## src/rtl/loader_pkg.sv

```systemverilog
// Shared types and constants for the UART program loader: FSM states,
// error codes and the default frame header word.
package loader_pkg;

  typedef enum logic [2:0] {
    IDLE,
    WAIT_MAGIC,
    WAIT_LEN,
    DATA,
    CSUM,
    DONE,
    ERR
  } ldr_state_t;

  typedef enum logic [1:0] {
    ERR_TIMEOUT = 2'b00,
    ERR_MAGIC   = 2'b01,
    ERR_LEN     = 2'b10,
    ERR_CSUM    = 2'b11
  } ldr_err_t;

  localparam logic [31:0] DEFAULT_MAGIC = 32'hBA11_0001;

  // States in which received bytes are assembled into words.
  function automatic logic accepts_bytes(input ldr_state_t s);
    return (s == WAIT_MAGIC) || (s == WAIT_LEN) || (s == DATA) || (s == CSUM);
  endfunction

endpackage

```

## src/rtl/prog_loader_word_asm.sv

```systemverilog
// Little-endian byte-to-word assembler. The completed word and its strobe are
// combinational on the fourth byte so the consumer can act on it that same cycle.
module word_asm (
  input  logic        clk,
  input  logic        rst,
  input  logic        clr,
  input  logic        byte_valid,
  input  logic [7:0]  byte_in,
  output logic [31:0] word,
  output logic        word_valid,
  output logic [1:0]  byte_idx
);

  logic [1:0]  idx_q, idx_d;
  logic [23:0] low_q, low_d;

  // NOTE: every variable gets a default at the top of always_comb, so no path leaves it unassigned and no latch is inferred.
  always_comb begin
    idx_d = idx_q;
    low_d = low_q;
    if (clr) begin
      idx_d = 2'd0;
      low_d = 24'd0;
    end else if (byte_valid) begin
      idx_d = idx_q + 2'd1;
      case (idx_q)
        2'd0:    low_d[7:0]   = byte_in;
        2'd1:    low_d[15:8]  = byte_in;
        2'd2:    low_d[23:16] = byte_in;
        default: low_d        = low_q;
      endcase
    end
  end

  // NOTE: sequential state uses non-blocking assignments so every flop samples pre-edge values.
  always_ff @(posedge clk or posedge rst) begin
    if (rst) begin
      idx_q <= 2'd0;
      low_q <= 24'd0;
    end else begin
      idx_q <= idx_d;
      low_q <= low_d;
    end
  end

  assign word       = {byte_in, low_q};
  assign word_valid = byte_valid && !clr && (idx_q == 2'd3);
  assign byte_idx   = idx_q;

endmodule

```

## src/rtl/prog_loader.sv

```systemverilog
// Frame loader: MAGIC, length N, N payload words, checksum. Writes the payload
// into program memory while holding the CPU in reset, with an inter-byte timeout.
module prog_loader
  import loader_pkg::*;
#(
  parameter int unsigned ADDR_W         = 10,
  parameter int unsigned MAX_WORDS      = 1024,
  parameter logic [31:0] MAGIC          = DEFAULT_MAGIC,
  parameter int unsigned TIMEOUT_CYCLES = 500000
) (
  input  logic              clk,
  input  logic              rst,
  input  logic [7:0]        byte_in,
  input  logic              rx_done,
  input  logic              start,
  output logic              mem_we,
  output logic [ADDR_W-1:0] mem_addr,
  output logic [31:0]       mem_wdata,
  output logic              cpu_hold,
  output logic              load_done,
  output logic              load_err,
  output logic [1:0]        err_code,
  output logic [ADDR_W:0]   words_loaded
);

  localparam int unsigned    TMR_W    = $clog2(TIMEOUT_CYCLES + 1);
  localparam logic [TMR_W-1:0] TMR_LAST = TMR_W'(TIMEOUT_CYCLES - 1);
  localparam logic [ADDR_W:0]  MAX_LEN  = (ADDR_W + 1)'(MAX_WORDS);

  ldr_state_t        state_q, state_d;
  ldr_err_t          err_code_q, err_code_d;
  logic [ADDR_W:0]   len_q, len_d;
  logic [ADDR_W-1:0] addr_q, addr_d;
  logic [31:0]       sum_q, sum_d;
  logic [ADDR_W:0]   words_loaded_q, words_loaded_d;
  logic [TMR_W-1:0]  timer_q, timer_d;
  logic              mem_we_q, mem_we_d;
  logic [ADDR_W-1:0] mem_addr_q, mem_addr_d;
  logic [31:0]       mem_wdata_q, mem_wdata_d;
  logic              load_done_q, load_done_d;
  logic              load_err_q, load_err_d;
  logic              cpu_hold_q, cpu_hold_d;

  logic [31:0] word;
  logic        word_valid;
  logic [1:0]  byte_idx;
  logic        byte_valid;
  logic        timing;
  logic        len_ok;
  logic [ADDR_W:0] words_inc;

  // A coincident start discards the byte.
  assign byte_valid = rx_done && !start && accepts_bytes(state_q);

  word_asm u_word_asm (
    .clk        (clk),
    .rst        (rst),
    .clr        (start),
    .byte_valid (byte_valid),
    .byte_in    (byte_in),
    .word       (word),
    .word_valid (word_valid),
    .byte_idx   (byte_idx)
  );

  // The frame is under way once any header byte has arrived.
  assign timing = (state_q == WAIT_LEN) || (state_q == DATA) || (state_q == CSUM) ||
                  ((state_q == WAIT_MAGIC) && (byte_idx != 2'd0));

  assign len_ok = (word[31:ADDR_W+1] == '0) && (word[ADDR_W:0] != '0) &&
                  (word[ADDR_W:0] <= MAX_LEN);

  assign words_inc = words_loaded_q + 1'b1;

  always_comb begin
    state_d        = state_q;
    err_code_d     = err_code_q;
    len_d          = len_q;
    addr_d         = addr_q;
    sum_d          = sum_q;
    words_loaded_d = words_loaded_q;
    timer_d        = timer_q;
    mem_we_d       = 1'b0;
    mem_addr_d     = mem_addr_q;
    mem_wdata_d    = mem_wdata_q;

    if (start) begin
      state_d        = WAIT_MAGIC;
      err_code_d     = ERR_TIMEOUT;
      addr_d         = '0;
      sum_d          = '0;
      words_loaded_d = '0;
      timer_d        = '0;
    end else begin
      if (rx_done || !timing) timer_d = '0;
      else                    timer_d = timer_q + 1'b1;

      case (state_q)
        WAIT_MAGIC: if (word_valid) begin
          if (word == MAGIC) begin
            state_d = WAIT_LEN;
          end else begin
            state_d    = ERR;
            err_code_d = ERR_MAGIC;
          end
        end
        WAIT_LEN: if (word_valid) begin
          if (len_ok) begin
            state_d = DATA;
            len_d   = word[ADDR_W:0];
            addr_d  = '0;
            sum_d   = '0;
          end else begin
            state_d    = ERR;
            err_code_d = ERR_LEN;
          end
        end
        DATA: if (word_valid) begin
          mem_we_d       = 1'b1;
          mem_addr_d     = addr_q;
          mem_wdata_d    = word;
          sum_d          = sum_q + word;
          addr_d         = addr_q + 1'b1;
          words_loaded_d = words_inc;
          if (words_inc == len_q) state_d = CSUM;
        end
        CSUM: if (word_valid) begin
          if (word == sum_q) begin
            state_d = DONE;
          end else begin
            state_d    = ERR;
            err_code_d = ERR_CSUM;
          end
        end
        DONE:    state_d = IDLE;
        default: state_d = state_q;
      endcase

      if (timing && !rx_done && (timer_q == TMR_LAST)) begin
        state_d    = ERR;
        err_code_d = ERR_TIMEOUT;
      end
    end

    load_done_d = (state_d == DONE);
    load_err_d  = (state_d == ERR);
    cpu_hold_d  = (state_d != IDLE);
  end

  always_ff @(posedge clk or posedge rst) begin
    if (rst) begin
      state_q        <= IDLE;
      err_code_q     <= ERR_TIMEOUT;
      len_q          <= '0;
      addr_q         <= '0;
      sum_q          <= '0;
      words_loaded_q <= '0;
      timer_q        <= '0;
      mem_we_q       <= 1'b0;
      mem_addr_q     <= '0;
      mem_wdata_q    <= '0;
      load_done_q    <= 1'b0;
      load_err_q     <= 1'b0;
      cpu_hold_q     <= 1'b0;
    end else begin
      state_q        <= state_d;
      err_code_q     <= err_code_d;
      len_q          <= len_d;
      addr_q         <= addr_d;
      sum_q          <= sum_d;
      words_loaded_q <= words_loaded_d;
      timer_q        <= timer_d;
      mem_we_q       <= mem_we_d;
      mem_addr_q     <= mem_addr_d;
      mem_wdata_q    <= mem_wdata_d;
      load_done_q    <= load_done_d;
      load_err_q     <= load_err_d;
      cpu_hold_q     <= cpu_hold_d;
    end
  end

  assign mem_we       = mem_we_q;
  assign mem_addr     = mem_addr_q;
  assign mem_wdata    = mem_wdata_q;
  assign cpu_hold     = cpu_hold_q;
  assign load_done    = load_done_q;
  assign load_err     = load_err_q;
  assign err_code     = err_code_q;
  assign words_loaded = words_loaded_q;

endmodule

```

## config.mk

```make
export PLATFORM = sky130hd
export DESIGN_NAME = prog_loader
export DESIGN_NICKNAME = d
export VERILOG_FILES = /design/src/rtl/loader_pkg.sv /design/src/rtl/prog_loader_word_asm.sv /design/src/rtl/prog_loader.sv
export SDC_FILE = /design/constraint.sdc
export NUM_CORES = 1
export LEC_CHECK = 0
export ABC_AREA = 1
export CAP_MARGIN = 20
export CELL_PAD_IN_SITES_DETAIL_PLACEMENT = 1
export CELL_PAD_IN_SITES_GLOBAL_PLACEMENT = 1
export CORE_ASPECT_RATIO = 1.1
export CORE_MARGIN = 8
export CORE_UTILIZATION = 42
export CTS_BUF_LIST = sky130_fd_sc_hd__clkbuf_4
export CTS_CLUSTER_SIZE = 40
export DETAILED_ROUTE_END_ITERATION = 8
export DONT_BUFFER_PORTS = 1
export PLACE_DENSITY = 0.81
export SKIP_LAST_GASP = 1
export SYNTH_ARGS = -nofsm -noshare
export SYNTH_HDL_FRONTEND = slang
export SYNTH_SLANG_ARGS = --single-unit
export TNS_END_PERCENT = 100
```

## constraint.sdc

```tcl
create_clock -name clk -period 4.4 [get_ports clk]
set_input_delay 0.44 -clock clk [delete_from_list [all_inputs] [get_ports clk]]
set_output_delay 0.44 -clock clk [all_outputs]
set_load 0.005 [all_outputs]
```

==> results of run 1 <==
## worst max-delay path, delay by kind of cell (launching register included)
family	cells	cell delay [ns]
AOI/OAI and AO/OA	2	0.22
buffers and inverters	4	1.51
DFF	1	0.48
and+or+nand+nor	7	0.78
## cells in the final DEF, fill, tap and decap left out, drive strengths merged
cell type	Yosys	routed
a211oi	1	1
a21boi	1	1
a21o	4	4
a21oi	75	75
a221oi	1	1
a22o	3	3
a22oi	1	1
a2bb2oi	1	1
a31oi	2	2
a32o	3	3
and2	1	1
and3	1	1
buf	7	7
bufinv	0	2
clkbuf	20	17
clkinv	0	5
clkinvlp	0	3
dfrtp	160	160
diode	0	1
dlygate4sd3	0	2
fa	1	1
ha	39	39
inv	133	137
nand2	296	296
nand3	62	62
nand3b	3	3
nand4	20	20
nor2	127	127
nor3	23	23
nor3b	3	3
nor4	6	6
o211ai	2	2
o21a	6	6
o21ai	149	149
o21bai	1	1
o22ai	8	8
or2	5	5
xnor2	3	3
xor2	13	13
## cell families (layout without fill, tap and decap cells)
logic type               after synthesis  after routing  share of synthesized area [%]
flip-flops                           160            160                           44.6
AND/OR/NAND/NOR                      547            547                           25.8
buffers and inverters                160            173                           6.88
XOR/XNOR                              16             16                           1.56
other                                  0              1                              0
adder cells (fa/ha/maj)               40             40                           5.66
AO/OA/AOI/OAI                        258            258                           15.5
## layer usage
layer	global-route usage [%]	routed length [um]	vias up
met5	0	13	-
met4	7.77	650	2
met3	4.23	1220	39
met2	35.4	12900	142
met1	27.3	12400	3917
li1	-	-	3913
## metrics by stage
stage / total power [W] / setup slack, ns / util, %
after detailed placement: 0.00240 / 1.33 / 43.9
final: 0.00330 / 1.32 / 45.3
after floorplan: 0.00216 / 1.93 / -
after global placement: 0.00236 / 1.44 / 43.9
after global routing: 0.00349 / 1.00 / 45.3
after CTS: 0.00333 / 1.29 / 45.3
## flip-flops by register name (all words and copies together) (netlist names), 3 cells and up
signal            count
mem_wdata            32
state_q               3
addr_q               10
timer_q              19
mem_addr             10
len_q                11
u_word_asm.low_q     24
words_loaded         11
sum_q                32
## area by class of cell
cell class / instances / area, um2 / area share [%]
antenna: 1 / 2.50 / 0.0261
inverter: 133 / 509 / 5.31
multi-input combinational: 861 / 4350 / 45.4
sequential: 160 / 4000 / 41.8
clock inverter: 14 / 155 / 1.62
tap: 290 / 363 / 3.79
timing repair buffer: 9 / 72.6 / 0.757
clock buffer: 17 / 128 / 1.33
## where the power goes
| group | internal [W] | switching (W) | total [W] |
|---|---|---|---|
| sequential | 0.00156 | 0.000105 | 0.00167 |
| combinational | 0.000201 | 0.000503 | 0.000704 |
| clock | 0.000344 | 0.000586 | 0.000931 |
## what timing repair did
item | 4_1_cts | 5_1_grt
setup buffers | 0 | 0
hold endpoints to repair | 33 | 0
hold buffers | 2 | 0
## final timing paths
kind                                 startpoint                     endpoint  slack [ns]  cells after the start
setup / recovery           state_q[0]$_DFF_PP0_        sum_q[22]$_DFFE_PP0P_        1.32                     13
hold / removal                            start  words_loaded[0]$_DFFE_PP0P_        0.04                      3
setup reg to reg           state_q[0]$_DFF_PP0_        sum_q[22]$_DFFE_PP0P_        1.32                     13
hold reg to reg            timer_q[0]$_DFF_PP0_         timer_q[0]$_DFF_PP0_        0.48                      1
max in group asynchronous                   rst        sum_q[20]$_DFFE_PP0P_        2.93                      3
min in group asynchronous                   rst      mem_addr[7]$_DFFE_PP0P_        0.42                      2
==> flow_summary.yaml, run 1 <==
outcome:
  status: "finished clean"
timing:
  period_share_pct: 69.9
  finalCriticalPeriod_ns: 3.08
  max_freq_ghz: 0.325
  rsz0062_at_grt: "false"
  slew_headroom_pct: 48.8
  report.final.slew_viol_count: 0
  setup_viol: 0
  skew_ns: 0.0272
  hold_violations: 0
  holdWs_ns: 0.0358
  setup_tns_ns: 0
  worstMarginPinSlew_ns: 0.766
clock_network:
  clockBufferDepth: 2
  cts_buffers: 17
  clockRootBuffer: "clkbuf_4"
  insertion_delay_ns: 0.58
  cts.sinks: 160
  clkTransAtPathRegs_ns: 0.16
  cts_tree: "yes"
  postCtsResizedCells: 0
  cts_max_level: 4
layout:
  final_cells: 1485
  area_delta_synth_final_pct: 6.83
  nFillCells: 2696
  nNetsFinal: 1234
  drive_gt1_share_pct: 4.36
  postLayoutCellArea_mm2: 0.00958
placed_design:
  gp_congestion: 0.883
  dp_cells: 1451
  place_hpwl_mm: 20.9
  portBuffers: 0
  place_area_mm2: 0.00928
worst_setup_path:
  crit_slowest_cell: "clkinv_2"
  slowest_delay_ns: 0.64
  critPathArrivalTime_ns: 3.60
  critical_path_class: "reg -> reg"
  path_max_fanout: 48
  start_kind: "flop"
  crit_chain: "nor2_1 > nand2_1 > nand2_1 > nand3_4 > nor2_8 > inv_4 > nor2_4 > buf_4 > clkinv_2 > buf_4 > a21oi_1 > o21ai_0 > nand2_1"
  worstPathRequired_ns: 4.92
  critPathMostFrequentCell: "nand2_1"
  endpoint_kind: "flop"
global_route:
  grt-ovfl-total: 0
  grt_pass1_vias: 8258
  grt_max_degree: 49
  grt_util_all_layers_pct: 21.4
  grt_pass1_wl_mm: 44.6
  antenna_found_initial: 2
floorplanning:
  ioPinCount: 71
  rows: 56
  start_util_pct: 42.4
  dieHeight_um: 169
  core_mm2: 0.0212
  dieArea_mm2: 0.0263
  die_x_um: 155
yosys:
  syn_nets: 1233
  synthTopCellsByArea: "dfrtp_1 (45%), nand2_1 (12%), o21ai_0 (6.4%)"
  ys_ff_latch: 160
  synth_top_cell_by_area: "dfrtp_1"
  synth_top_cell_area_share_pct: 44.6
  yosys_warnings: 0
  synth_edf_count: 0
  yosys-top-cells-count: "nand2_1 (296), dfrtp_1 (160), inv_1 (128)"
  postSynthCellCount: 1181
  synth_cell_types: 45
  synth_area_mm2: 0.00897
  avgSynthCellArea_um2: 7.60
  synthFlopType: "dfrtp_1"
  ys_seq_area_share_pct: 44.6
  async_reset_ff_share_pct: 100
  yosysMostFrequentCell: "nand2_1"
route:
  dr.pass1.iters: 5
  via_count: 8013
  drt-wirelength-per-cell_um: 18.3
  wirelength_mm: 27.1
  drc_errors: 0
  vias_per_cell: 5.40
  drtIter0Drc: 507
  drtAntennaViolNets: 0
pwr:
  peakVddDrop_uv: 162
  powerDensity_mw_per_mm2: 345
  p_leak_nw: 4.44
worst_hold_path:
  hold_class: "in -> reg"
flow_run:
  maxCapViolations: 0
Note: power is estimated with default switching activity, not from simulation.
==> inputs of run 2 (changes only) <==
--- a/config.mk
+++ b/config.mk
@@ -16,7 +16,7 @@
 export CTS_CLUSTER_SIZE = 40
 export DETAILED_ROUTE_END_ITERATION = 8
 export DONT_BUFFER_PORTS = 1
-export PLACE_DENSITY = 0.81
+export PLACE_DENSITY = 0.78
 export SKIP_LAST_GASP = 1
 export SYNTH_ARGS = -nofsm -noshare
 export SYNTH_HDL_FRONTEND = slang
==> constraint.sdc (replaced) <==
create_clock -name clk -period 2.85 [get_ports clk]
set_input_delay 0.285 -clock clk [delete_from_list [all_inputs] [get_ports clk]]
set_output_delay 0.285 -clock clk [all_outputs]
set_load 0.005 [all_outputs]
==> flow_summary.yaml, run 2 (synthesis results as in run 1) <==
clock_network:
  cts_buffers: 17
  clkTransAtPathRegs_ns: 0.15
  clockBufferDepth: 2
  cts_max_level: 4
  clockRootBuffer: "clkbuf_4"
  cts_tree: "yes"
  cts.sinks: 160
  insertion_delay_ns: 0.59
  cts_setup_buffers: 0
route:
  drtIter0Drc: 406
  wirelength_mm: 27.5
  drtAntennaViolNets: 0
  drc_errors: 0
  vias_per_cell: 5.34
  via_count: 8012
  dr.pass1.iters: 5
  drt-wirelength-per-cell_um: 18.3
placed_design:
  portBuffers: 0
  dp_cells: 1456
  place_hpwl_mm: 21.1
  gp_congestion: 0.879
global_route:
  antenna_found_initial: 1
  grt_pass1_vias: 8431
  grt_pass1_wl_mm: 45.4
  grt_util_all_layers_pct: 21.7
  grt_max_degree: 123
  grt-ovfl-total: 0
worst_setup_path:
  reg2reg_from: "state_q[0]$_DFF_PP0_"
  worstPathRequired_ns: 3.35
  critical_path_class: "reg -> reg"
  start_kind: "flop"
  rrSetupSlack_ns: 0.28
  critPathArrivalTime_ns: 3.07
  timing.rr.end: "addr_q[9]$_DFFE_PP0P_"
  reg2regPathDepth: 14
  endpoint_kind: "flop"
  path_max_fanout: 12
pwr:
  p_leak_nw: 4.54
  peakVddDrop_uv: 251
  powerDensity_mw_per_mm2: 524
timing:
  worstMarginPinSlew_ns: 0.955
  rsz0062_at_grt: "false"
  period_share_pct: 90.2
  slew_headroom_pct: 36.3
  finalCriticalPeriod_ns: 2.57
  skew_ns: 0.0239
  hold_violations: 0
  setup_viol: 0
  report.final.slew_viol_count: 0
  max_freq_ghz: 0.389
  setup_tns_ns: 0
layout:
  area_delta_synth_final_pct: 8.93
  drive_gt1_share_pct: 4.80
  nNetsFinal: 1248
  final_cells: 1500
  seq_area_mm2: 0.00400
  multi_input_area_mm2: 0.00435
  nFillCells: 2690
  final_common_cell: "nand2_1"
  final_cell_mix: "nand2_1 (296), dfrtp_1 (160), inv_1 (126), nor2_1 (124), o21ai_0 (115)"
floorplanning:
  rows: 56
  dieHeight_um: 169
  core_mm2: 0.0212
  dieArea_mm2: 0.0263
  start_util_pct: 42.4
  die_x_um: 155
  ioPinCount: 71
worst_hold_path:
  hp-start: "rx_done"
  hold_class: "in -> reg"
  hold_end: "timer_q[1]$_DFF_PP0_"
  worstHoldPathCells: 3
flow_run:
  maxCapViolations: 0
outcome:
  status: "finished clean"
run 2: cell count changes in the layout (fill, tap and decap cells not counted):
cell,change
buf_4,+1
clkinv_4,-1
dlygate4sd3_1,+8
clkinvlp_4,+1
clkinv_2,+1
clkbuf_4,+1
buf_12,+4
inv_6,-3
dlymetal6s4s_1,+1
inv_8,+2
run 2: layer usage:
layer	vias up	part of all wire (%)	track usage [%]
met4	0	1.7	6.33
met3	26	4.2	4.05
met2	120	48	36.4
met5	-	0	0
li1	3924	-	-
met1	3942	46	28.1
run 2: timing repair:
item	4_1_cts	5_1_grt
gates resized for setup	0	1
hold endpoints to repair	217	0
hold buffers	11	0
setup endpoints to repair	0	1
run 2: worst max-delay path by stage:
stage,from,endpoint,depth (start not counted)
after floorplan,rst,addr_q[0]$_DFFE_PP0P_,1
after global placement,state_q[0]$_DFF_PP0_,sum_q[21]$_DFFE_PP0P_,12
after detailed placement,sum_q[0]$_DFFE_PP0P_,sum_q[18]$_DFFE_PP0P_,15
after CTS,start,addr_q[9]$_DFFE_PP0P_,13
after global routing,words_loaded[0]$_DFFE_PP0P_,cpu_hold$_DFF_PP0_,15
final,state_q[0]$_DFF_PP0_,addr_q[9]$_DFFE_PP0P_,14
run 2: layout make-up:
| type | instances | area share (%) |
|---|---|---|
| tap | 290 | 3.71 |
| multi-input combinational | 861 | 44.5 |
| clock inverter | 14 | 1.59 |
| sequential | 160 | 41.0 |
| inverter | 133 | 5.21 |
| antenna | 1 | 0.0256 |
| clock buffer | 18 | 1.38 |
| timing repair buffer | 23 | 2.59 |
run 2: report_power, final:
| part | internal, W | total (W) | leakage [nW] | switching (W) |
|---|---|---|---|---|
| Clock | 0.000546 | 0.00144 | 0.150 | 0.000898 |
| Sequential | 0.00241 | 0.00257 | 2.20 | 0.000155 |
| Combinational | 0.000332 | 0.00110 | 2.19 | 0.000772 |
run 2: critical path: stages, from the launching register on:
cell,delay [ns]
dfrtp_1,0.49
nor2_1,0.13
nand2_1,0.13
nand2_1,0.14
nand3_4,0.11
nor2_8,0.20
inv_4,0.07
nor2_4,0.25
nor2_4,0.08
inv_4,0.19
o21ai_4,0.10
inv_2,0.20
o21ai_1,0.18
o21ai_1,0.15
a21oi_1,0.06
run 2: metrics by stage:
step                      setup slack, ns  area, um2  hold WS (ns)  power [W]  utilization, %
after detailed placement            0.338       9370         0.365    0.00370            44.3
final                               0.280       9770        0.0987    0.00512            46.2
after floorplan                     0.536       8970         0.433    0.00333               -
after global placement              0.364       9370         0.358    0.00367            44.3
after CTS                           0.187       9770        0.0590    0.00518            46.2
after global routing               0.0218       9770        0.0985    0.00544            46.2
